--- config.mk ---
export PLATFORM = sky130hd
export DESIGN_NAME = paint_input_ctrl_flat
export DESIGN_NICKNAME = d
export VERILOG_FILES = /design/src/rtl/paint_input_ctrl_if.sv /design/src/rtl/paint_input_ctrl.sv /design/src/flat_wrapper.sv
export SDC_FILE = /design/constraint.sdc
export NUM_CORES = 1
export LEC_CHECK = 0
export ABC_CLOCK_PERIOD_IN_PS = 4300
export CAP_MARGIN = 20
export CORE_MARGIN = 4
export CORE_UTILIZATION = 61
export CTS_BUF_LIST = sky130_fd_sc_hd__clkbuf_4
export DETAILED_ROUTE_END_ITERATION = 8
export PLACE_DENSITY = 0.93
export SKIP_LAST_GASP = 1
export SLEW_MARGIN = 15
export SYNTH_ARGS = -nofsm -noshare
export SYNTH_HDL_FRONTEND = slang
export SYNTH_SLANG_ARGS = --single-unit
--- constraint.sdc ---
create_clock -name clk -period 4.3 [get_ports clk]
set_clock_uncertainty 0.05 [all_clocks]
set_input_delay 0.86 -clock clk [delete_from_list [all_inputs] [get_ports clk]]
set_output_delay 0.86 -clock clk [all_outputs]
set_load 0.03 [all_outputs]
--- src/rtl/paint_input_ctrl_if.sv ---
// Bus bundle for the paint input front-end: raw button/joystick inputs going
// in, debounced buttons, selectors, cursor and strobes coming out.
interface paint_input_ctrl_if #(
    parameter int NUM_BTN   = 3,
    parameter int NUM_TOOLS = 4,
    parameter int NUM_SIZES = 4
);
    localparam int TOOL_W = (NUM_TOOLS > 1) ? $clog2(NUM_TOOLS) : 1;
    localparam int SIZE_W = (NUM_SIZES > 1) ? $clog2(NUM_SIZES) : 1;

    logic [NUM_BTN-1:0] btn;
    logic               draw_en;
    logic [9:0]         joy_x;
    logic [9:0]         joy_y;
    logic               joy_valid;

    logic [NUM_BTN-1:0] btn_level;
    logic [NUM_BTN-1:0] btn_press;
    logic [TOOL_W-1:0]  tool_sel;
    logic [SIZE_W-1:0]  size_sel;
    logic [9:0]         cursor_x;
    logic [9:0]         cursor_y;
    logic               draw_stb;
    logic               clear_req;

    // Front-end side: consumes raw inputs, produces the cooked outputs.
    modport slave (
        input  btn, draw_en, joy_x, joy_y, joy_valid,
        output btn_level, btn_press, tool_sel, size_sel,
               cursor_x, cursor_y, draw_stb, clear_req
    );

    // Driver side: board/joystick stimulus and the frame-buffer writer.
    modport master (
        output btn, draw_en, joy_x, joy_y, joy_valid,
        input  btn_level, btn_press, tool_sel, size_sel,
               cursor_x, cursor_y, draw_stb, clear_req
    );
endinterface

--- src/rtl/paint_input_ctrl.sv ---
// Paint input front-end: per-button synchronise + debounce, tool/size
// selector cycling, clear request, and a joystick-driven cursor that moves
// one pixel per movement tick, clamped to the screen.
module paint_input_ctrl #(
    parameter int NUM_BTN    = 3,
    parameter int DEB_CYCLES = 1000000,
    parameter int NUM_TOOLS  = 4,
    parameter int NUM_SIZES  = 4,
    parameter int SCREEN_W   = 640,
    parameter int SCREEN_H   = 480,
    parameter int JOY_CENTER = 512,
    parameter int JOY_DEAD   = 64,
    parameter int MOVE_DIV   = 500000
) (
    input  logic              clk,
    input  logic              clr,
    paint_input_ctrl_if.slave pif
);
    localparam int TOOL_W = (NUM_TOOLS > 1) ? $clog2(NUM_TOOLS) : 1;
    localparam int SIZE_W = (NUM_SIZES > 1) ? $clog2(NUM_SIZES) : 1;
    localparam int DEB_W  = $clog2(DEB_CYCLES + 1);
    localparam int TICK_W = $clog2(MOVE_DIV);

    localparam logic [DEB_W-1:0]  DEB_LAST   = DEB_W'(DEB_CYCLES - 1);
    localparam logic [TICK_W-1:0] TICK_LAST  = TICK_W'(MOVE_DIV - 1);
    localparam logic [TOOL_W-1:0] TOOL_LAST  = TOOL_W'(NUM_TOOLS - 1);
    localparam logic [SIZE_W-1:0] SIZE_LAST  = SIZE_W'(NUM_SIZES - 1);
    localparam logic [10:0]       JOY_HI     = 11'(JOY_CENTER + JOY_DEAD);
    localparam logic [10:0]       JOY_LO     = 11'(JOY_CENTER - JOY_DEAD);
    localparam logic signed [10:0] X_MAX     = 11'(SCREEN_W - 1);
    localparam logic signed [10:0] Y_MAX     = 11'(SCREEN_H - 1);
    localparam logic [9:0]        X_HOME     = 10'(SCREEN_W / 2);
    localparam logic [9:0]        Y_HOME     = 10'(SCREEN_H / 2);
    localparam logic [9:0]        JOY_REST   = 10'(JOY_CENTER);

    typedef enum logic [1:0] {ST_LOW, ST_RISE, ST_HIGH, ST_FALL} deb_state_t;

    logic [NUM_BTN-1:0] r_btn_meta;
    logic [NUM_BTN-1:0] r_btn_sync;
    logic               r_den_meta;
    logic               r_den_sync;
    logic [NUM_BTN-1:0] w_level;
    logic [NUM_BTN-1:0] w_press;

    // Two-flop synchronisers for the raw buttons and the draw enable switch.
    always_ff @(posedge clk or negedge clr) begin
        if (!clr) begin
            r_btn_meta <= '0;
            r_btn_sync <= '0;
            r_den_meta <= 1'b0;
            r_den_sync <= 1'b0;
        end else begin
            r_btn_meta <= pif.btn;
            r_btn_sync <= r_btn_meta;
            r_den_meta <= pif.draw_en;
            r_den_sync <= r_den_meta;
        end
    end

    // One debounce FSM per button; the counter holds how many consecutive
    // samples of the new level have been seen so far.
    generate
        for (genvar gi = 0; gi < NUM_BTN; gi++) begin : g_deb
            deb_state_t       r_state;
            deb_state_t       w_state_next;
            logic [DEB_W-1:0] r_cnt;
            logic [DEB_W-1:0] w_cnt_next;
            logic             r_press;
            logic             w_press_next;

            // Debounce state, stability counter and registered press pulse.
            always_ff @(posedge clk or negedge clr) begin
                if (!clr) begin
                    r_state <= ST_LOW;
                    r_cnt   <= '0;
                    r_press <= 1'b0;
                end else begin
                    r_state <= w_state_next;
                    r_cnt   <= w_cnt_next;
                    r_press <= w_press_next;
                end
            end

            // Next-state: any sample back at the old level abandons the change.
            always_comb begin
                w_state_next = r_state;
                w_cnt_next   = r_cnt;
                w_press_next = 1'b0;
                case (r_state)
                    ST_LOW: begin
                        if (r_btn_sync[gi]) begin
                            if (DEB_CYCLES <= 1) begin
                                w_state_next = ST_HIGH;
                                w_cnt_next   = '0;
                                w_press_next = 1'b1;
                            end else begin
                                w_state_next = ST_RISE;
                                w_cnt_next   = DEB_W'(1);
                            end
                        end
                    end
                    ST_RISE: begin
                        if (!r_btn_sync[gi]) begin
                            w_state_next = ST_LOW;
                            w_cnt_next   = '0;
                        end else if (r_cnt == DEB_LAST) begin
                            w_state_next = ST_HIGH;
                            w_cnt_next   = '0;
                            w_press_next = 1'b1;
                        end else begin
                            w_cnt_next = r_cnt + DEB_W'(1);
                        end
                    end
                    ST_HIGH: begin
                        if (!r_btn_sync[gi]) begin
                            if (DEB_CYCLES <= 1) begin
                                w_state_next = ST_LOW;
                                w_cnt_next   = '0;
                            end else begin
                                w_state_next = ST_FALL;
                                w_cnt_next   = DEB_W'(1);
                            end
                        end
                    end
                    ST_FALL: begin
                        if (r_btn_sync[gi]) begin
                            w_state_next = ST_HIGH;
                            w_cnt_next   = '0;
                        end else if (r_cnt == DEB_LAST) begin
                            w_state_next = ST_LOW;
                            w_cnt_next   = '0;
                        end else begin
                            w_cnt_next = r_cnt + DEB_W'(1);
                        end
                    end
                    default: begin
                        w_state_next = ST_LOW;
                        w_cnt_next   = '0;
                    end
                endcase
            end

            assign w_level[gi] = (r_state == ST_HIGH) || (r_state == ST_FALL);
            assign w_press[gi] = r_press;
        end
    endgenerate

    logic [TOOL_W-1:0] r_tool;
    logic [SIZE_W-1:0] r_size;
    logic              r_clear;

    // Selector cycling and clear request, one cycle after the press pulse.
    always_ff @(posedge clk or negedge clr) begin
        if (!clr) begin
            r_tool  <= '0;
            r_size  <= '0;
            r_clear <= 1'b0;
        end else begin
            if (w_press[0]) begin
                r_tool <= (r_tool == TOOL_LAST) ? '0 : r_tool + TOOL_W'(1);
            end
            if (w_press[1]) begin
                r_size <= (r_size == SIZE_LAST) ? '0 : r_size + SIZE_W'(1);
            end
            r_clear <= w_press[2];
        end
    end

    logic [9:0]        r_jx;
    logic [9:0]        r_jy;
    logic [TICK_W-1:0] r_tick_cnt;
    logic              w_tick;

    // Joystick sample latch and free-running movement tick divider.
    always_ff @(posedge clk or negedge clr) begin
        if (!clr) begin
            r_jx       <= JOY_REST;
            r_jy       <= JOY_REST;
            r_tick_cnt <= '0;
        end else begin
            if (pif.joy_valid) begin
                r_jx <= pif.joy_x;
                r_jy <= pif.joy_y;
            end
            r_tick_cnt <= w_tick ? '0 : r_tick_cnt + TICK_W'(1);
        end
    end

    assign w_tick = (r_tick_cnt == TICK_LAST);

    logic [9:0]         r_cur_x;
    logic [9:0]         r_cur_y;
    logic               r_draw_stb;
    logic signed [10:0] w_dx;
    logic signed [10:0] w_dy;
    logic signed [10:0] w_x_sum;
    logic signed [10:0] w_y_sum;
    logic [9:0]         w_x_next;
    logic [9:0]         w_y_next;

    // Step direction from the latched sample (screen y grows downward, so a
    // stick pushed up decrements y), then clamp the signed sum to the screen.
    always_comb begin
        w_dx = '0;
        w_dy = '0;
        if ({1'b0, r_jx} > JOY_HI) begin
            w_dx = 11'sd1;
        end else if ({1'b0, r_jx} < JOY_LO) begin
            w_dx = -11'sd1;
        end
        if ({1'b0, r_jy} > JOY_HI) begin
            w_dy = -11'sd1;
        end else if ({1'b0, r_jy} < JOY_LO) begin
            w_dy = 11'sd1;
        end
        w_x_sum = $signed({1'b0, r_cur_x}) + w_dx;
        w_y_sum = $signed({1'b0, r_cur_y}) + w_dy;
        if (w_x_sum < 0) begin
            w_x_next = '0;
        end else if (w_x_sum > X_MAX) begin
            w_x_next = X_MAX[9:0];
        end else begin
            w_x_next = w_x_sum[9:0];
        end
        if (w_y_sum < 0) begin
            w_y_next = '0;
        end else if (w_y_sum > Y_MAX) begin
            w_y_next = Y_MAX[9:0];
        end else begin
            w_y_next = w_y_sum[9:0];
        end
    end

    // Cursor moves on tick; the strobe is registered alongside so it lines
    // up with the freshly updated cursor.
    always_ff @(posedge clk or negedge clr) begin
        if (!clr) begin
            r_cur_x    <= X_HOME;
            r_cur_y    <= Y_HOME;
            r_draw_stb <= 1'b0;
        end else begin
            if (w_tick) begin
                r_cur_x <= w_x_next;
                r_cur_y <= w_y_next;
            end
            r_draw_stb <= w_tick & r_den_sync;
        end
    end

    assign pif.btn_level = w_level;
    assign pif.btn_press = w_press;
    assign pif.tool_sel  = r_tool;
    assign pif.size_sel  = r_size;
    assign pif.cursor_x  = r_cur_x;
    assign pif.cursor_y  = r_cur_y;
    assign pif.draw_stb  = r_draw_stb;
    assign pif.clear_req = r_clear;
endmodule

--- src/flat_wrapper.sv ---
// flat-port wrapper written by rule: the top's interface ports become plain ports
module paint_input_ctrl_flat 
#(
    parameter int NUM_BTN    = 3,
    parameter int DEB_CYCLES = 1000000,
    parameter int NUM_TOOLS  = 4,
    parameter int NUM_SIZES  = 4,
    parameter int SCREEN_W   = 640,
    parameter int SCREEN_H   = 480,
    parameter int JOY_CENTER = 512,
    parameter int JOY_DEAD   = 64,
    parameter int MOVE_DIV   = 500000
)
  (clk, clr, pif_btn, pif_draw_en, pif_joy_x, pif_joy_y, pif_joy_valid, pif_btn_level, pif_btn_press, pif_tool_sel, pif_size_sel, pif_cursor_x, pif_cursor_y, pif_draw_stb, pif_clear_req);
  paint_input_ctrl_if #(.NUM_BTN(NUM_BTN), .NUM_TOOLS(NUM_TOOLS), .NUM_SIZES(NUM_SIZES)) pif_i ();
  input  logic clk;
  input  logic clr;
  input wire logic [$bits(pif_i.btn)-1:0] pif_btn;
  input wire logic [$bits(pif_i.draw_en)-1:0] pif_draw_en;
  input wire logic [$bits(pif_i.joy_x)-1:0] pif_joy_x;
  input wire logic [$bits(pif_i.joy_y)-1:0] pif_joy_y;
  input wire logic [$bits(pif_i.joy_valid)-1:0] pif_joy_valid;
  output wire logic [$bits(pif_i.btn_level)-1:0] pif_btn_level;
  output wire logic [$bits(pif_i.btn_press)-1:0] pif_btn_press;
  output wire logic [$bits(pif_i.tool_sel)-1:0] pif_tool_sel;
  output wire logic [$bits(pif_i.size_sel)-1:0] pif_size_sel;
  output wire logic [$bits(pif_i.cursor_x)-1:0] pif_cursor_x;
  output wire logic [$bits(pif_i.cursor_y)-1:0] pif_cursor_y;
  output wire logic [$bits(pif_i.draw_stb)-1:0] pif_draw_stb;
  output wire logic [$bits(pif_i.clear_req)-1:0] pif_clear_req;
  assign pif_i.btn = pif_btn;
  assign pif_i.draw_en = pif_draw_en;
  assign pif_i.joy_x = pif_joy_x;
  assign pif_i.joy_y = pif_joy_y;
  assign pif_i.joy_valid = pif_joy_valid;
  assign pif_btn_level = pif_i.btn_level;
  assign pif_btn_press = pif_i.btn_press;
  assign pif_tool_sel = pif_i.tool_sel;
  assign pif_size_sel = pif_i.size_sel;
  assign pif_cursor_x = pif_i.cursor_x;
  assign pif_cursor_y = pif_i.cursor_y;
  assign pif_draw_stb = pif_i.draw_stb;
  assign pif_clear_req = pif_i.clear_req;
  paint_input_ctrl #(.NUM_BTN(NUM_BTN), .DEB_CYCLES(DEB_CYCLES), .NUM_TOOLS(NUM_TOOLS), .NUM_SIZES(NUM_SIZES), .SCREEN_W(SCREEN_W), .SCREEN_H(SCREEN_H), .JOY_CENTER(JOY_CENTER), .JOY_DEAD(JOY_DEAD), .MOVE_DIV(MOVE_DIV)) u_core (.clk(clk), .clr(clr), .pif(pif_i));
endmodule
==> metrics.yaml <==
wirelength_um: 16100
core_region_area_sq_mm: 0.0121
rr_worst_depth: 10
met2_length_um: 7820
ctsResizeCount: 0
port_buffers: 58
endpoint_kind: "register"
grt_first_pass_wirelength_um: 27800
place_congestion: 0.923
synth-compound-area-share_pct: 17.5
root_buffer: "clkbuf_4"
ios: 59
start_util_pct: 62.5
multi_input_area_sq_mm: 0.00380
final_net_count: 896
synthCells: 782
cts.sinks: 142
synthesis.area_sq_mm: 0.00754
syn_to_final_growth_pct: 15.1
clockBufferDepth: 2
num_vias: 6262
synthAdderAreaFrac_pct: 4.85
clkTransAtPathRegs_ps: 120
drt_iter0_markers: 547
swShare_pct: 25.9
num_rows: 40
synthSimpleGateAreaFrac_pct: 19.5
critPathKind: "reg2reg"
hpwl_um: 11300
synth-seq-cells: 142
arrival_ps: 4200
tns_ps: 0
design_area_sq_mm: 0.00867
clkPwrFrac_pct: 37.2
synth_common_cells: "dfrtp_1, o21ai_0, nand2_1"
wl_per_cell_um: 15.7
dr.pass1.iters: 6
synth_top_area_share_pct: 44.5
clock.fmax_mhz: 262
numCtsBuffers: 17
max-slew-margin-rel_pct: 33.8
dieArea_sq_mm: 0.0142
drive_gt1_share_pct: 9.72
wl_met3_um: 762
status: "finished clean"
internal_power_w: 0.00212
yosysWarningCount: 0
worst_ep_required_time_ps: 4680
irDropWorstVdd_mv: 0.243
synth_seq_area_share_pct: 47.3
tightest_slew_ps: 990
met1_length_um: 7170
die_height_um: 119
cts_tree: "yes"
cp-startpoint: "u_core.r_jy[0]"
htreeDepth: 4
r2r-start: "u_core.r_jy[0]"
p_comb_share_pct: 12.8
drc: 0
synth_edf_count: 0
synth_top_family_by_area: "simple AND/OR/NAND/NOR gates"
hold_viol: 0
first_global_vias: 5947
period_minus_slack_ps: 3820
clk_latency_ps: 560
dpl-instance-area_sq_mm: 0.00828
rsz0062_at_grt: "no"
timing.critical_path.from_type: "register"
switchingPower_w: 0.000740
synth.area.mux_share_pct: 4.18
postRouteAntennaNets: 0
num-fill-cells: 860
setup_violations: 0
holdCritPathClass: "in2async"
yosysUniqueCellTypes: 60
seq_area_sq_mm: 0.00356
synth_top_area_cell: "dfrtp_1"
postCtsSetupBuffers: 0
finalPower_w: 0.00286
min_period_over_period_pct: 88.9
cp_max_fo: 9
postSynth.asyncResetShare_pct: 100
yosys-top-cells-area: "dfrtp_1, o21ai_0, ha_1, mux2_2, nand2_1"
fp.dieW_um: 119
synth-xor-area-share_pct: 4.07
power_density_mw_per_mm2: 329
grt_overflow: 0
antenna_found_initial: 1
ys.flop_type: "dfrtp_1"
maxSlewViolCount: 0
grt_max_degree: 92
p_leak_nw: 3.69
seq_power_share_pct: 50.0
route.top_layer_used: "met4"
synthesis.nets: 837
via_per_inst: 6.12
max_cap_viol_count: 0
grt.total_usage_pct: 23.8
hold_buffers: 0
yosysMostFrequentCell: "dfrtp_1"
avgSynthCellArea_sq_um: 9.64
-- power by group through the flow --
stage                     combinational (W)  clock (W)  sequential [W]
final                              0.000365    0.00106         0.00143
after CTS                          0.000360    0.00108         0.00143
after global placement             0.000336          0         0.00145
after global routing               0.000405    0.00113         0.00144
after detailed placement           0.000357          0         0.00145
after floorplan                    0.000246          0         0.00144
-- worst paths after layout --
kind	end	slack, ps
min in group clk	u_core.r_btn_sync[1]	310
max in group asynchronous	u_core.r_jy[9]	2990
max reg2reg	u_core.pif.cursor_y[3]	480
min reg2reg	u_core.r_btn_sync[1]	310
min	u_core.pif.clear_req	310
max	u_core.pif.cursor_y[3]	480
-- registers in the layout, indices dropped and copies added, names as in the netlist, 2 cells and up, named ones only --
name,count
u_core.pif.size_sel,2
u_core.g_deb.r_state,3
u_core.r_btn_sync,3
u_core.r_btn_meta,3
u_core.r_jy,10
u_core.pif.cursor_x,10
u_core.r_tick_cnt,19
u_core.g_deb.r_cnt,60
u_core.r_jx,10
u_core.pif.tool_sel,2
u_core.pif.cursor_y,10
u_core.g_deb.r_press,3
-- cell families (layout without fill, tap and decap cells) --
family,after synthesis,after routing
other,0,1
AND/OR/NAND/NOR,287,287
flip-flops,142,142
adder cells (fa/ha/maj),28,28
multiplexers,28,28
XOR/XNOR,35,35
AO/OA/AOI/OAI,216,216
buffers and inverters,46,118
-- placed cells by master, fill, tap and decap left out, types with 9 or more instances in the layout --
cell type and count:
a21oi_1 29, inv_1 16, nor2_1 59, nand4_1 20, o21ai_0 84, xor2_1 18, o31ai_1 23, nand2b_1 16
clkdlybuf4s50_1 57, clkbuf_4 19, o21ai_1 15, o211ai_1 10, nor3_1 11, nand3_1 38, mux2_2 28, xnor2_1 17
ha_1 26, nand2_1 72, buf_4 9, a31oi_1 15, and2_1 14, dfrtp_1 134, and3_1 15
-- worst max-delay path, stage by stage, from the launching register on --
cell,delay (ps)
dfrtp_1,400
or4_1,560
o21ai_1,420
inv_1,290
ha_1,420
a21oi_1,240
inv_1,100
o311a_1,390
or4_1,400
nand4_1,280
o21ai_0,140
-- area by class of cell --
class                   instances  share of cell area (%)
inverters                      17                   0.736
diodes                          1                  0.0288
flip-flops and latches        142                    41.1
clock buffers                  19                    1.64
repair buffers                 69                    7.79
multi-input cells             594                    43.8
clock inverters                13                    2.52
well taps                     168                    2.42
-- per-stage QoR --
| step | hold WS [ps] | util (%) | setup WS (ps) | cells |
|---|---|---|---|---|
| final | 306 | 71.9 | 477 | 1023 |
| after global routing | 320 | 71.9 | 198 | 1023 |
| after CTS | 310 | 71.6 | 510 | 1019 |
| after detailed placement | 285 | 68.7 | 553 | 987 |
| after global placement | 285 | 68.6 | 647 | 986 |
| after floorplan | 281 | - | 865 | 782 |
-- routing by layer --
metal  GRT usage, %  vias up
met2           38.3      211
met3           4.32       38
met1           32.1     2997
met4           9.27        0
met5              0        -
li1               -     3016
(Power assumes the default switching activity.)
